--- config.mk ---
export PLATFORM = sky130hd
export DESIGN_NAME = rom_stream_loader
export DESIGN_NICKNAME = d
export VERILOG_FILES = /design/src/rtl/rom_stream_loader.sv
export SDC_FILE = /design/constraint.sdc
export NUM_CORES = 1
export LEC_CHECK = 0
export CAP_MARGIN = 0
export CORE_UTILIZATION = 60
export DETAILED_ROUTE_END_ITERATION = 7
export DONT_BUFFER_PORTS = 1
export PLACE_DENSITY = 0.87
export SLEW_MARGIN = 25
export SYNTH_ARGS = -nofsm -noshare
export SYNTH_HDL_FRONTEND = slang
export SYNTH_SLANG_ARGS = --single-unit
--- constraint.sdc ---
create_clock -name clk -period 2.7 [get_ports clk]
set_input_delay 0.135 -clock clk [delete_from_list [all_inputs] [get_ports clk]]
set_output_delay 0.135 -clock clk [all_outputs]
set_load 0.01 [all_outputs]
--- src/rtl/rom_stream_loader.sv ---
`timescale 1ns/1ps
// -----------------------------------------------------------------------------
// rom_stream_loader
//
// Parses framed load packets arriving as a byte stream and turns them into
// single-cycle 16-bit word writes on the game ROM/RAM write port (port B).
// While a frame is in flight the 68k is held in reset through cpu_hold.
//
// Frame (all fields MSB first):
//   SYNC, ADDR_HI, ADDR_LO, LEN_HI, LEN_LO, {DATA_HI, DATA_LO} x LEN, CHK
//   CHK is the XOR of every data byte.
//
// Ports:
//   clk       system clock
//   reset     synchronous, active-high reset
//   rx_valid  one-cycle strobe qualifying rx_data
//   rx_data   received byte
//   we_b      ROM write strobe, one cycle per word
//   addr_b    ROM word address (ROM addr[14:1])
//   din_b     ROM write data
//   loading   high from SYNC until the frame ends (good, bad or timed out)
//   cpu_hold  CPU reset request, mirrors loading
//   done      sticky: last frame completed with a good checksum
//   error     sticky: last frame had bad length, bad checksum or timed out
// -----------------------------------------------------------------------------
module rom_stream_loader #(
  parameter logic [7:0]  SYNC    = 8'hA5,
  parameter int          ADDR_W  = 14,
  parameter logic [23:0] TIMEOUT = 24'd2_500_000
) (
  input  logic              clk,
  input  logic              reset,
  input  logic              rx_valid,
  input  logic [7:0]        rx_data,
  output logic              we_b,
  output logic [ADDR_W-1:0] addr_b,
  output logic [15:0]       din_b,
  output logic              loading,
  output logic              cpu_hold,
  output logic              done,
  output logic              error
);

  localparam logic [15:0]       MAX_LEN = 16'd16384;
  localparam logic [ADDR_W-1:0] PTR_ONE = {{(ADDR_W-1){1'b0}}, 1'b1};

  typedef enum logic [2:0] {
    S_IDLE,
    S_ADDR_H,
    S_ADDR_L,
    S_LEN_H,
    S_LEN_L,
    S_DATA_H,
    S_DATA_L,
    S_CHECK
  } state_t;

  state_t              state_q;
  logic [ADDR_W-9:0]   addr_hi_q;   // only the address bits that survive truncation
  logic [ADDR_W-1:0]   ptr_q;
  logic [7:0]          len_hi_q;
  logic [14:0]         cnt_q;       // words remaining, 0..16384
  logic [7:0]          chk_q;
  logic [23:0]         to_cnt_q;
  logic                we_q;
  logic [15:0]         din_q;
  logic                loading_q;
  logic                done_q;
  logic                error_q;

  logic [15:0]         len_d;
  logic                timeout_d;

  assign len_d = {len_hi_q, rx_data};

  // Fires on the cycle the silence counter would reach TIMEOUT; a byte
  // arriving in that same cycle still wins.
  assign timeout_d = (state_q != S_IDLE) && !rx_valid &&
                     (to_cnt_q == TIMEOUT - 24'd1);

  always_ff @(posedge clk) begin
    if (reset) begin
      state_q   <= S_IDLE;
      addr_hi_q <= '0;
      ptr_q     <= '0;
      len_hi_q  <= '0;
      cnt_q     <= '0;
      chk_q     <= '0;
      to_cnt_q  <= '0;
      we_q      <= 1'b0;
      din_q     <= '0;
      loading_q <= 1'b0;
      done_q    <= 1'b0;
      error_q   <= 1'b0;
    end else begin
      we_q <= 1'b0;

      // The write presents the old pointer; advance it once the strobe is out.
      if (we_q) begin
        ptr_q <= ptr_q + PTR_ONE;
      end

      if ((state_q == S_IDLE) || rx_valid) begin
        to_cnt_q <= '0;
      end else begin
        to_cnt_q <= to_cnt_q + 24'd1;
      end

      if (timeout_d) begin
        error_q   <= 1'b1;
        loading_q <= 1'b0;
        state_q   <= S_IDLE;
        to_cnt_q  <= '0;
      end else if (rx_valid) begin
        case (state_q)
          S_IDLE: begin
            if (rx_data == SYNC) begin
              state_q   <= S_ADDR_H;
              loading_q <= 1'b1;
              done_q    <= 1'b0;
              error_q   <= 1'b0;
            end
          end
          S_ADDR_H: begin
            addr_hi_q <= rx_data[ADDR_W-9:0];
            state_q   <= S_ADDR_L;
          end
          S_ADDR_L: begin
            ptr_q   <= {addr_hi_q, rx_data};
            state_q <= S_LEN_H;
          end
          S_LEN_H: begin
            len_hi_q <= rx_data;
            chk_q    <= '0;
            state_q  <= S_LEN_L;
          end
          S_LEN_L: begin
            chk_q <= '0;
            if (len_d > MAX_LEN) begin
              error_q   <= 1'b1;
              loading_q <= 1'b0;
              state_q   <= S_IDLE;
            end else if (len_d == 16'd0) begin
              state_q <= S_CHECK;
            end else begin
              cnt_q   <= len_d[14:0];
              state_q <= S_DATA_H;
            end
          end
          S_DATA_H: begin
            din_q[15:8] <= rx_data;
            chk_q       <= chk_q ^ rx_data;
            state_q     <= S_DATA_L;
          end
          S_DATA_L: begin
            din_q[7:0] <= rx_data;
            chk_q      <= chk_q ^ rx_data;
            we_q       <= 1'b1;
            cnt_q      <= cnt_q - 15'd1;
            if (cnt_q == 15'd1) begin
              state_q <= S_CHECK;
            end else begin
              state_q <= S_DATA_H;
            end
          end
          S_CHECK: begin
            if (rx_data == chk_q) begin
              done_q <= 1'b1;
            end else begin
              error_q <= 1'b1;
            end
            loading_q <= 1'b0;
            state_q   <= S_IDLE;
          end
          default: begin
            loading_q <= 1'b0;
            state_q   <= S_IDLE;
          end
        endcase
      end
    end
  end

  assign we_b     = we_q;
  assign addr_b   = ptr_q;
  assign din_b    = din_q;
  assign loading  = loading_q;
  assign cpu_hold = loading_q;
  assign done     = done_q;
  assign error    = error_q;

endmodule

==> summary.txt, run 1 <==
Status
  • Status: finished, final reports clean

STA
  • RSZ-0062 raised after global routing: false
  • Final min period: 2.36 ns
  • Final Hold Viols: 0
  • Setup violations, final: 0
  • Final period util: 87.4%
  • Clk_skew: 0.00702 ns
  • Final TNS setup: 0 ns
  • Measured slew at the worst slew-check pin: 0.925 ns
  • Hold Slack: 0.00658 ns
  • Slew margin rel.: 37.7%
  • Final WS setup: 0.339 ns
  • Final max-slew violation count: 0
  • F_max: 0.424 GHz

Clock network
  • TritonCTS buffer count: 9
  • CTS H-Tree Depth: 3
  • Maximum buffer depth of the clock tree: 2
  • Worst skew pair latency: 0.36 ns
  • CTS tree: done
  • CTS root buffer: clkbuf_8
  • Clock slew at reported path FFs: 0.09 ns
  • CTS resizes: 0
  • CTS Sinks: 98

Setup path
  • Worst Path Required: 2.97 ns
  • CP Data Arrival Time: 2.63 ns
  • Critical Path End Type: flop
  • R2R Setup Slk: 0.34 ns
  • Worst Path Max Fanout: 17
  • R2R depth: 6
  • Critical setup path kind: flop to flop
  • Startpoint types: flop
  • Worst r2r src: len_hi_q[1]$_SDFFE_PP0P_
  • FF-to-FF End: cnt_q[0]$_SDFFE_PP0P_

Cells and area
  • Layout Cells excl Fill: 686
  • Post-Route Utilization: 67.0%
  • Synthesis-to-layout area growth: 8.03%
  • Final net count: 595
  • Final non-filler cell area: 5150 µm²
  • # diodes: 0
  • Layout cells sized above 1: 5.31%

Synth
  • Yosys warnings: 0
  • Synth async-reset ratio: 0%
  • Synthesized area: 4770 µm²
  • Number of synthesized flops with an enable pin: 0
  • Syn_nets: 604
  • Post-synthesis sequential area ratio: 41.2%
  • Synthesized area per cell: 8.09 µm²
  • Synthesized netlist cell count: 589
  • Distinct cell type count after synthesis: 47
  • #FFs+latches synth: 98
  • Main synth FF type: dfxtp_1

Place
  • DP Worst Slack: 0.417 ns
  • GP Congestion: 0.900
  • Detailed placement HPWL: 7.67 mm
  • Number of placed instances, taps included: 660
  • Port bufs: 0
  • Dpl cell area: 4780 µm²

Power and ir drop
  • Pwr dens: 522 nW/µm²
  • Lkg Pwr: 1.65 nW
  • Power, Total: 2.69 mW
  • Maximum vdd drop: 449 µV

Floorplanning
  • Die height: 91.1 µm
  • Standard-cell row count: 32
  • Placeable Area: 7690 µm²
  • Die area: 8300 µm²
  • I/O pin count: 46
  • Die width: 91.1 µm
  • Starting Density: 62.0%

Global routing
  • First-pass GRT wire length: 20.0 mm
  • Total grt overflow: 0
  • Antenna violations before repair: 0
  • Tot GR Track Use: 30.0%
  • Largest net degree at the start of global routing: 73
  • Vias in the first global route: 4083

Routing
  • Initial DRC Count: 369
  • DR vias: 4411
  • # DRC: 0
  • Vias per cell: 6.43
  • DR pass1 iterations: 5
  • Routed Antenna Nets: 0
  • Final WL: 12.1 mm
  • DR WL/cell: 17.7 µm

Flow run
  • Maxcap violations: 0

Worst hold path
  • Hold endpoint: cnt_q[3]$_SDFFE_PP0P_
  • Hold Startpoint: rx_data[3]
  • Worst hold path depth: 2
  • Tightest Hold Check Type: input pin to flop
==> worst max-delay path by stage <==
stage | startpoint | to | slack [ns] | depth (start not counted)
detailed placement | len_hi_q[1]$_SDFFE_PP0P_ | cnt_q[0]$_SDFFE_PP0P_ | 0.42 | 6
CTS | len_hi_q[1]$_SDFFE_PP0P_ | cnt_q[0]$_SDFFE_PP0P_ | 0.39 | 6
global placement | len_hi_q[1]$_SDFFE_PP0P_ | cnt_q[1]$_SDFFE_PP0P_ | 0.51 | 6
floorplan | len_hi_q[1]$_SDFFE_PP0P_ | cnt_q[0]$_SDFFE_PP0P_ | 0.44 | 6
finish | len_hi_q[1]$_SDFFE_PP0P_ | cnt_q[0]$_SDFFE_PP0P_ | 0.34 | 6
global route | state_q[2]$_SDFFE_PP0P_ | din_b[14]$_SDFFE_PP0P_ | 0.14 | 5
==> cell families (layout without fill, tap and decap cells) <==
kind of cell | count (synthesis) | after routing | share of synthesized area, %
simple gates | 260 | 260 | 27.4
compound gates | 127 | 127 | 16.2
flops | 98 | 98 | 41.2
buf+inv | 47 | 42 | 4.25
xor+xnor | 44 | 44 | 8.09
mux | 9 | 9 | 1.89
fa+ha+maj | 4 | 4 | 1.05
==> Yosys cell counts (5+ instances only) <==
library cell | number | area, µm²
mux2i_1 | 9 | 90.1
xnor2_1 | 21 | 184
nand2_1 | 70 | 263
nand4_1 | 13 | 81.3
and3_1 | 8 | 50.1
nand3_1 | 19 | 95.1
or4_1 | 8 | 60.1
or3_1 | 5 | 31.3
o211ai_1 | 6 | 45.0
nor2_1 | 77 | 289
a31oi_1 | 5 | 31.3
dfxtp_1 | 98 | 1960
a211oi_1 | 16 | 120
xor2_1 | 23 | 201
o21ai_0 | 23 | 115
clkbuf_1 | 32 | 120
a21oi_1 | 52 | 260
nor3_1 | 14 | 70.1
nor4_1 | 10 | 62.6
nand3b_1 | 10 | 75.1
o31ai_1 | 13 | 97.6
inv_1 | 8 | 30.0
==> critical path, stage by stage (launching register included) <==
cell	delay [ns]
dfxtp_1	0.34
or4_4	0.55
nor4_4	0.40
mux2i_1	0.13
buf_4	0.21
or4_1	0.53
o31ai_1	0.10
==> cell usage in the layout, fill, tap and decap left out, types with 3 or more instances in the layout <==
cell,n
nor4_1,10
nor3b_1,3
nand3b_1,10
bufinv_16,3
dlygate4sd3_1,10
nand4_1,13
ha_1,4
nor4b_1,3
xor2_1,23
a31oi_1,5
nor3_1,14
and3_1,8
mux2i_1,9
nand3_1,19
clkbuf_8,10
or3_1,5
nand2_1,70
or4_1,8
xnor2_1,21
a21oi_1,52
o31ai_1,13
nand2b_1,4
inv_1,8
dfxtp_1,98
buf_4,8
o211ai_1,6
o21ai_0,23
nor2_1,77
or2_2,3
a211oi_1,16
o311ai_0,4
==> power by group <==
| group | internal [mW] | switching, mW |
|---|---|---|
| registers | 1.45 | 0.00352 |
| clock network | 0.640 | 0.511 |
| logic | 0.0304 | 0.0537 |
==> sequential cells by signal (all words and copies together) (netlist names), 3 cells and up <==
register   count
addr_b        14
state_q        3
chk_q          8
len_hi_q       8
to_cnt_q      24
cnt_q         15
din_b         16
addr_hi_q      6
==> per-layer routing <==
metal	routed length, µm	track usage, %
met5	0	0
met4	258	12.0
met3	1050	6.03
met2	5810	49.7
met1	5000	38.1
==> final cells by class <==
class / instances / area [µm²]
clock buffers: 11 / 141
clock inverters: 4 / 98.8
fillers: 635 / 2540
inverters: 8 / 30.0
multi-input cells: 444 / 2600
flip-flops and latches: 98 / 1960
well taps: 102 / 128
repair buffers: 19 / 188
==> timing repair <==
action                                 in CTS  in global routing
buffers inserted                            0                  0
endpoints found under the hold margin      73                  0
hold buffers                               11                  0
No activity file was read; power rests on OpenSTA's default activity.
==> inputs of run 2 (changes only) <==
==> constraint.sdc (replaced) <==
create_clock -name clk -period 2.7 [get_ports clk]
set_input_delay 0.54 -clock clk [delete_from_list [all_inputs] [get_ports clk]]
set_output_delay 0.54 -clock clk [all_outputs]
set_load 0.01 [all_outputs]
==> summary.txt, run 2 (synthesis gave the netlist of run 1 again) <==
Status
  • Status: finished, final reports clean

Setup path
  • Critical setup path kind: flop to flop
  • Worst Path Max Fanout: 19
  • Startpoint types: flop
  • Critical Path End Type: flop
  • CP Data Arrival Time: 2.64 ns
  • Worst Path Required: 2.99 ns

STA
  • Final min period: 2.35 ns
  • Final TNS setup: 0 ns
  • Final period util: 87.1%
  • Slew margin rel.: 38.7%
  • Setup violations, final: 0
  • F_max: 0.425 GHz
  • Clk_skew: 0.0163 ns
  • RSZ-0062 raised after global routing: false
  • Hold Slack: 0.249 ns
  • Final Hold Viols: 0
  • Measured slew at the worst slew-check pin: 0.912 ns
  • Final max-slew violation count: 0

Cells and area
  • Largest register FFs: 24
  • Synthesis-to-layout area growth: 5.09%
  • Commonest non-fill, non-tap cell in the layout: dfxtp_1
  • # diodes: 0
  • Largest register by flop count: to_cnt_q
  • Layout cells sized above 1: 5.73%
  • Commonest non-fill, non-tap cells in the layout: dfxtp_1 (98), nor2_1 (77), nand2_1 (70)
  • Final net count: 586

Global routing
  • Vias in the first global route: 3857
  • Tot GR Track Use: 27.4%
  • Largest net degree at the start of global routing: 75
  • Total grt overflow: 0
  • Antenna violations before repair: 0
  • First-pass GRT wire length: 18.3 mm

Power and ir drop
  • Maximum vdd drop: 434 µV
  • Pwr dens: 496 nW/µm²
  • Lkg Pwr: 1.59 nW

Floorplanning
  • Die height: 91.1 µm
  • Die area: 8300 µm²
  • Placeable Area: 7690 µm²
  • Die width: 91.1 µm
  • Standard-cell row count: 32
  • I/O pin count: 46
  • Starting Density: 62.0%

Place
  • Detailed placement HPWL: 7.55 mm
  • GP Congestion: 0.868
  • Port bufs: 0

Clock network
  • TritonCTS buffer count: 9
  • CTS resizes: 0
  • CTS root buffer: clkbuf_8
  • CTS Sinks: 98
  • Hold_buf cts: 0
  • Maximum buffer depth of the clock tree: 2
  • CTS H-Tree Depth: 3
  • CTS tree: done
  • Setup repair bufs after CTS: 0
  • Clock slew at reported path FFs: 0.10 ns
  • Worst skew pair latency: 0.38 ns

Routing
  • Vias per cell: 6.29
  • DR pass1 iterations: 5
  • DR WL/cell: 16.5 µm
  • Final WL: 11.2 mm
  • Routed Antenna Nets: 0
  • Initial DRC Count: 291
  • # DRC: 0
  • DR vias: 4265

Worst hold path
  • Tightest Hold Check Type: input pin to flop

Flow run
  • Maxcap violations: 0
-- run 2: changes by cell type in the layout (fill, tap and decap cells not counted) --
cell	before	now
buf_12	0	1
inv_6	1	3
clkinv_2	0	1
buf_4	8	9
bufinv_16	3	1
clkbuf_8	10	9
inv_8	0	1
buf_16	1	0
dlygate4sd3_1	10	0
-- run 2: cell type report --
class	count	area, µm²
fillers	639	2680
flip-flops and latches	98	1960
repair buffers	10	87.6
clock inverters	6	72.6
clock buffers	10	128
well taps	102	128
inverters	8	30.0
multi-input cells	444	2600
-- run 2: path summary, 6_finish.rpt --
| kind | from | to | slack [ns] | cells past startpoint |
|---|---|---|---|---|
| max | len_hi_q[1]$_SDFFE_PP0P_ | cnt_q[1]$_SDFFE_PP0P_ | 0.35 | 6 |
| min | reset | done$_SDFFE_PP0P_ | 0.25 | 1 |
| max reg2reg | len_hi_q[1]$_SDFFE_PP0P_ | cnt_q[1]$_SDFFE_PP0P_ | 0.35 | 6 |
| min reg2reg | len_hi_q[7]$_SDFFE_PP0P_ | len_hi_q[7]$_SDFFE_PP0P_ | 0.48 | 2 |
-- run 2: per-layer routing --
layer | vias to the layer above | GRT usage (%) | part of all wire (%)
met5 | - | 0 | 0
met4 | 0 | 10.7 | 1.6
met3 | 17 | 6.87 | 8.7
met2 | 193 | 42.6 | 46
met1 | 2003 | 36.6 | 44
li1 | 2052 | - | -
-- run 2: stage by stage --
stage	utilization, %	worst slack (ns)	cell area, µm²	power [mW]	instances
global placement	62.5	0.213	4810	1.52	662
detailed placement	62.5	0.147	4810	1.52	662
CTS	65.2	0.361	5010	2.49	678
global route	65.2	0.289	5010	2.56	678
floorplan	-	0.0840	4770	1.55	589
finish	65.2	0.348	5010	2.48	678
-- run 2: report_power, final --
| part | internal (mW) | switching (mW) | total [mW] |
|---|---|---|---|
| Clock | 0.444 | 0.550 | 0.995 |
| Sequential | 1.45 | 0.00322 | 1.45 |
| Combinational | 0.0181 | 0.0214 | 0.0395 |
| Total | 1.91 | 0.575 | 2.48 |
-- run 2: worst max-delay path: stages (launching register included) --
cell and delay [ns]:
dfxtp_1 0.35, or4_4 0.55, nor4_4 0.40, mux2i_1 0.18, buf_12 0.18, or4b_1 0.52, o31ai_1 0.09
==> inputs of run 3 (changes only) <==
BUFFER_PORTS_ARGS = -buffer_cell sky130_fd_sc_hd__buf_2   (was unset)
CORE_MARGIN = 1.5   (was unset)
CORE_UTILIZATION = 59   (was 60)
DONT_BUFFER_PORTS = unset   (was 1)
PLACE_DENSITY = 0.91   (was 0.87)
REMOVE_ABC_BUFFERS = 1   (was unset)
==> summary.txt, run 3 (synthesis gave the netlist of run 1 again) <==
Clock network
  • Hold_buf cts: 0
  • CTS H-Tree Depth: 3
  • Maximum buffer depth of the clock tree: 2
  • CTS tree: done
  • CTS Sinks: 98
  • Setup repair bufs after CTS: 0
  • TritonCTS buffer count: 9
  • CTS resizes: 0
  • Clock slew at reported path FFs: 0.10 ns
  • CTS root buffer: clkbuf_8
  • Worst skew pair latency: 0.38 ns

Setup path
  • Critical setup path kind: flop to flop
  • CP Buf/Inv Count: 1
  • CP max-delay cell: or4_4
  • R2R depth: 6
  • FF-to-FF End: cnt_q[1]$_SDFFE_PP0P_
  • CP Data Arrival Time: 2.59 ns
  • Worst path depth: 6
  • Critical Path End Type: flop
  • Worst Path Required: 2.98 ns
  • Worst r2r src: len_hi_q[1]$_SDFFE_PP0P_
  • CP top delay family: simple AND/OR/NAND/NOR gates
  • R2R Setup Slk: 0.39 ns
  • Startpoint types: flop
  • Crit path cell chain: or4_4, nor4_4, mux2i_1, buf_4, or4b_1, o31ai_1
  • Max stage delay on crit path: 0.55 ns
  • Worst Path Max Fanout: 19

Routing
  • DR pass1 iterations: 5
  • DR WL/cell: 16.6 µm
  • Vias per cell: 6.27
  • Initial DRC Count: 338
  • Final WL: 12.2 mm
  • Routed Antenna Nets: 0
  • DR vias: 4583
  • # DRC: 0

STA
  • Final min period: 2.31 ns
  • Measured slew at the worst slew-check pin: 0.933 ns
  • RSZ-0062 raised after global routing: false
  • Final Hold Viols: 0
  • Final period util: 85.5%
  • Setup violations, final: 0
  • Slew margin rel.: 37.3%
  • F_max: 0.433 GHz
  • Clk_skew: 0.0133 ns
  • Final max-slew violation count: 0
  • Final TNS setup: 0 ns

Power and ir drop
  • Power, Total: 2.50 mW
  • Pwr dens: 474 nW/µm²
  • Maximum vdd drop: 375 µV
  • Lkg Pwr: 1.85 nW

Cells and area
  • Commonest non-fill, non-tap cells in the layout: dfxtp_1 (98), nor2_1 (77), nand2_1 (70)
  • Final net count: 639
  • Largest register FFs: 24
  • Final non-filler cell area: 5280 µm²
  • Largest register by flop count: to_cnt_q
  • Post-Route Utilization: 67.9%
  • Layout cells sized above 1: 13.8%
  • # diodes: 0
  • Commonest non-fill, non-tap cell in the layout: dfxtp_1
  • Layout Cells excl Fill: 731
  • Synthesis-to-layout area growth: 10.7%

Place
  • GP Congestion: 0.928
  • Dpl cell area: 5080 µm²
  • Port bufs: 45
  • Detailed placement HPWL: 8.17 mm
  • Number of placed instances, taps included: 715

Global routing
  • Tot GR Track Use: 29.2%
  • Vias in the first global route: 4238
  • Largest net degree at the start of global routing: 30
  • First-pass GRT wire length: 20.2 mm
  • Total grt overflow: 0
  • Antenna violations before repair: 0

Floorplanning
  • Die height: 92.9 µm
  • Placeable Area: 7770 µm²
  • Die area: 8630 µm²
  • Starting Density: 61.4%
  • I/O pin count: 46
  • Standard-cell row count: 32
  • Die width: 92.9 µm

Status
  • Status: finished, final reports clean

Flow run
  • Maxcap violations: 0

Worst hold path
  • Hold Startpoint: din_b[1]$_SDFFE_PP0P_
  • Tightest Hold Check Type: flop to flop
  • Worst hold path depth: 2
  • Hold endpoint: din_b[1]$_SDFFE_PP0P_
run 3: power by group:
group / switching [mW] / internal [mW] / total (mW)
logic: 0.0718 / 0.0321 / 0.104
registers: 0.00407 / 1.45 / 1.45
clock network: 0.566 / 0.382 / 0.948
run 3: layout make-up:
type,instances,area [µm²]
multi-input combinational,444,2600
inverter,8,30.0
fill,595,2490
timing repair buffer,63,360
clock inverter,6,57.6
clock buffer,10,138
sequential,98,1960
tap,102,128
run 3: worst reg2reg max path: cells and delay by family (launching register included):
family | cells | cell delay, ns
and+or+nand+nor | 3 | 1.45
DFF | 1 | 0.36
buffers and inverters | 1 | 0.21
muxes | 1 | 0.12
AOI/OAI and AO/OA | 1 | 0.09
run 3: worst max-delay path by stage:
stage | from | slack (ns) | to
after floorplan | rx_data[0] | -0.10 | cnt_q[4]$_SDFFE_PP0P_
after global placement | rx_data[0] | 0.18 | cnt_q[0]$_SDFFE_PP0P_
after detailed placement | rx_data[0] | 0.13 | cnt_q[0]$_SDFFE_PP0P_
after CTS | len_hi_q[1]$_SDFFE_PP0P_ | 0.39 | cnt_q[1]$_SDFFE_PP0P_
after global routing | len_hi_q[1]$_SDFFE_PP0P_ | 0.27 | cnt_q[1]$_SDFFE_PP0P_
final | len_hi_q[1]$_SDFFE_PP0P_ | 0.39 | cnt_q[1]$_SDFFE_PP0P_
run 3: layer usage:
metal	global-route usage (%)	up-vias	part of all wire (%)
met1	38.0	2167	42
met3	6.08	41	7.6
met4	15.0	0	3.1
met2	45.6	218	48
met5	0	-	0
li1	-	2157	-
run 3: per-stage QoR:
stage,hold slack [ns],worst slack (ns)
finish,0.463,0.392
global route,0.477,0.268
CTS,0.462,0.391
detailed placement,0.448,0.132
global placement,0.441,0.178
floorplan,0.430,-0.105
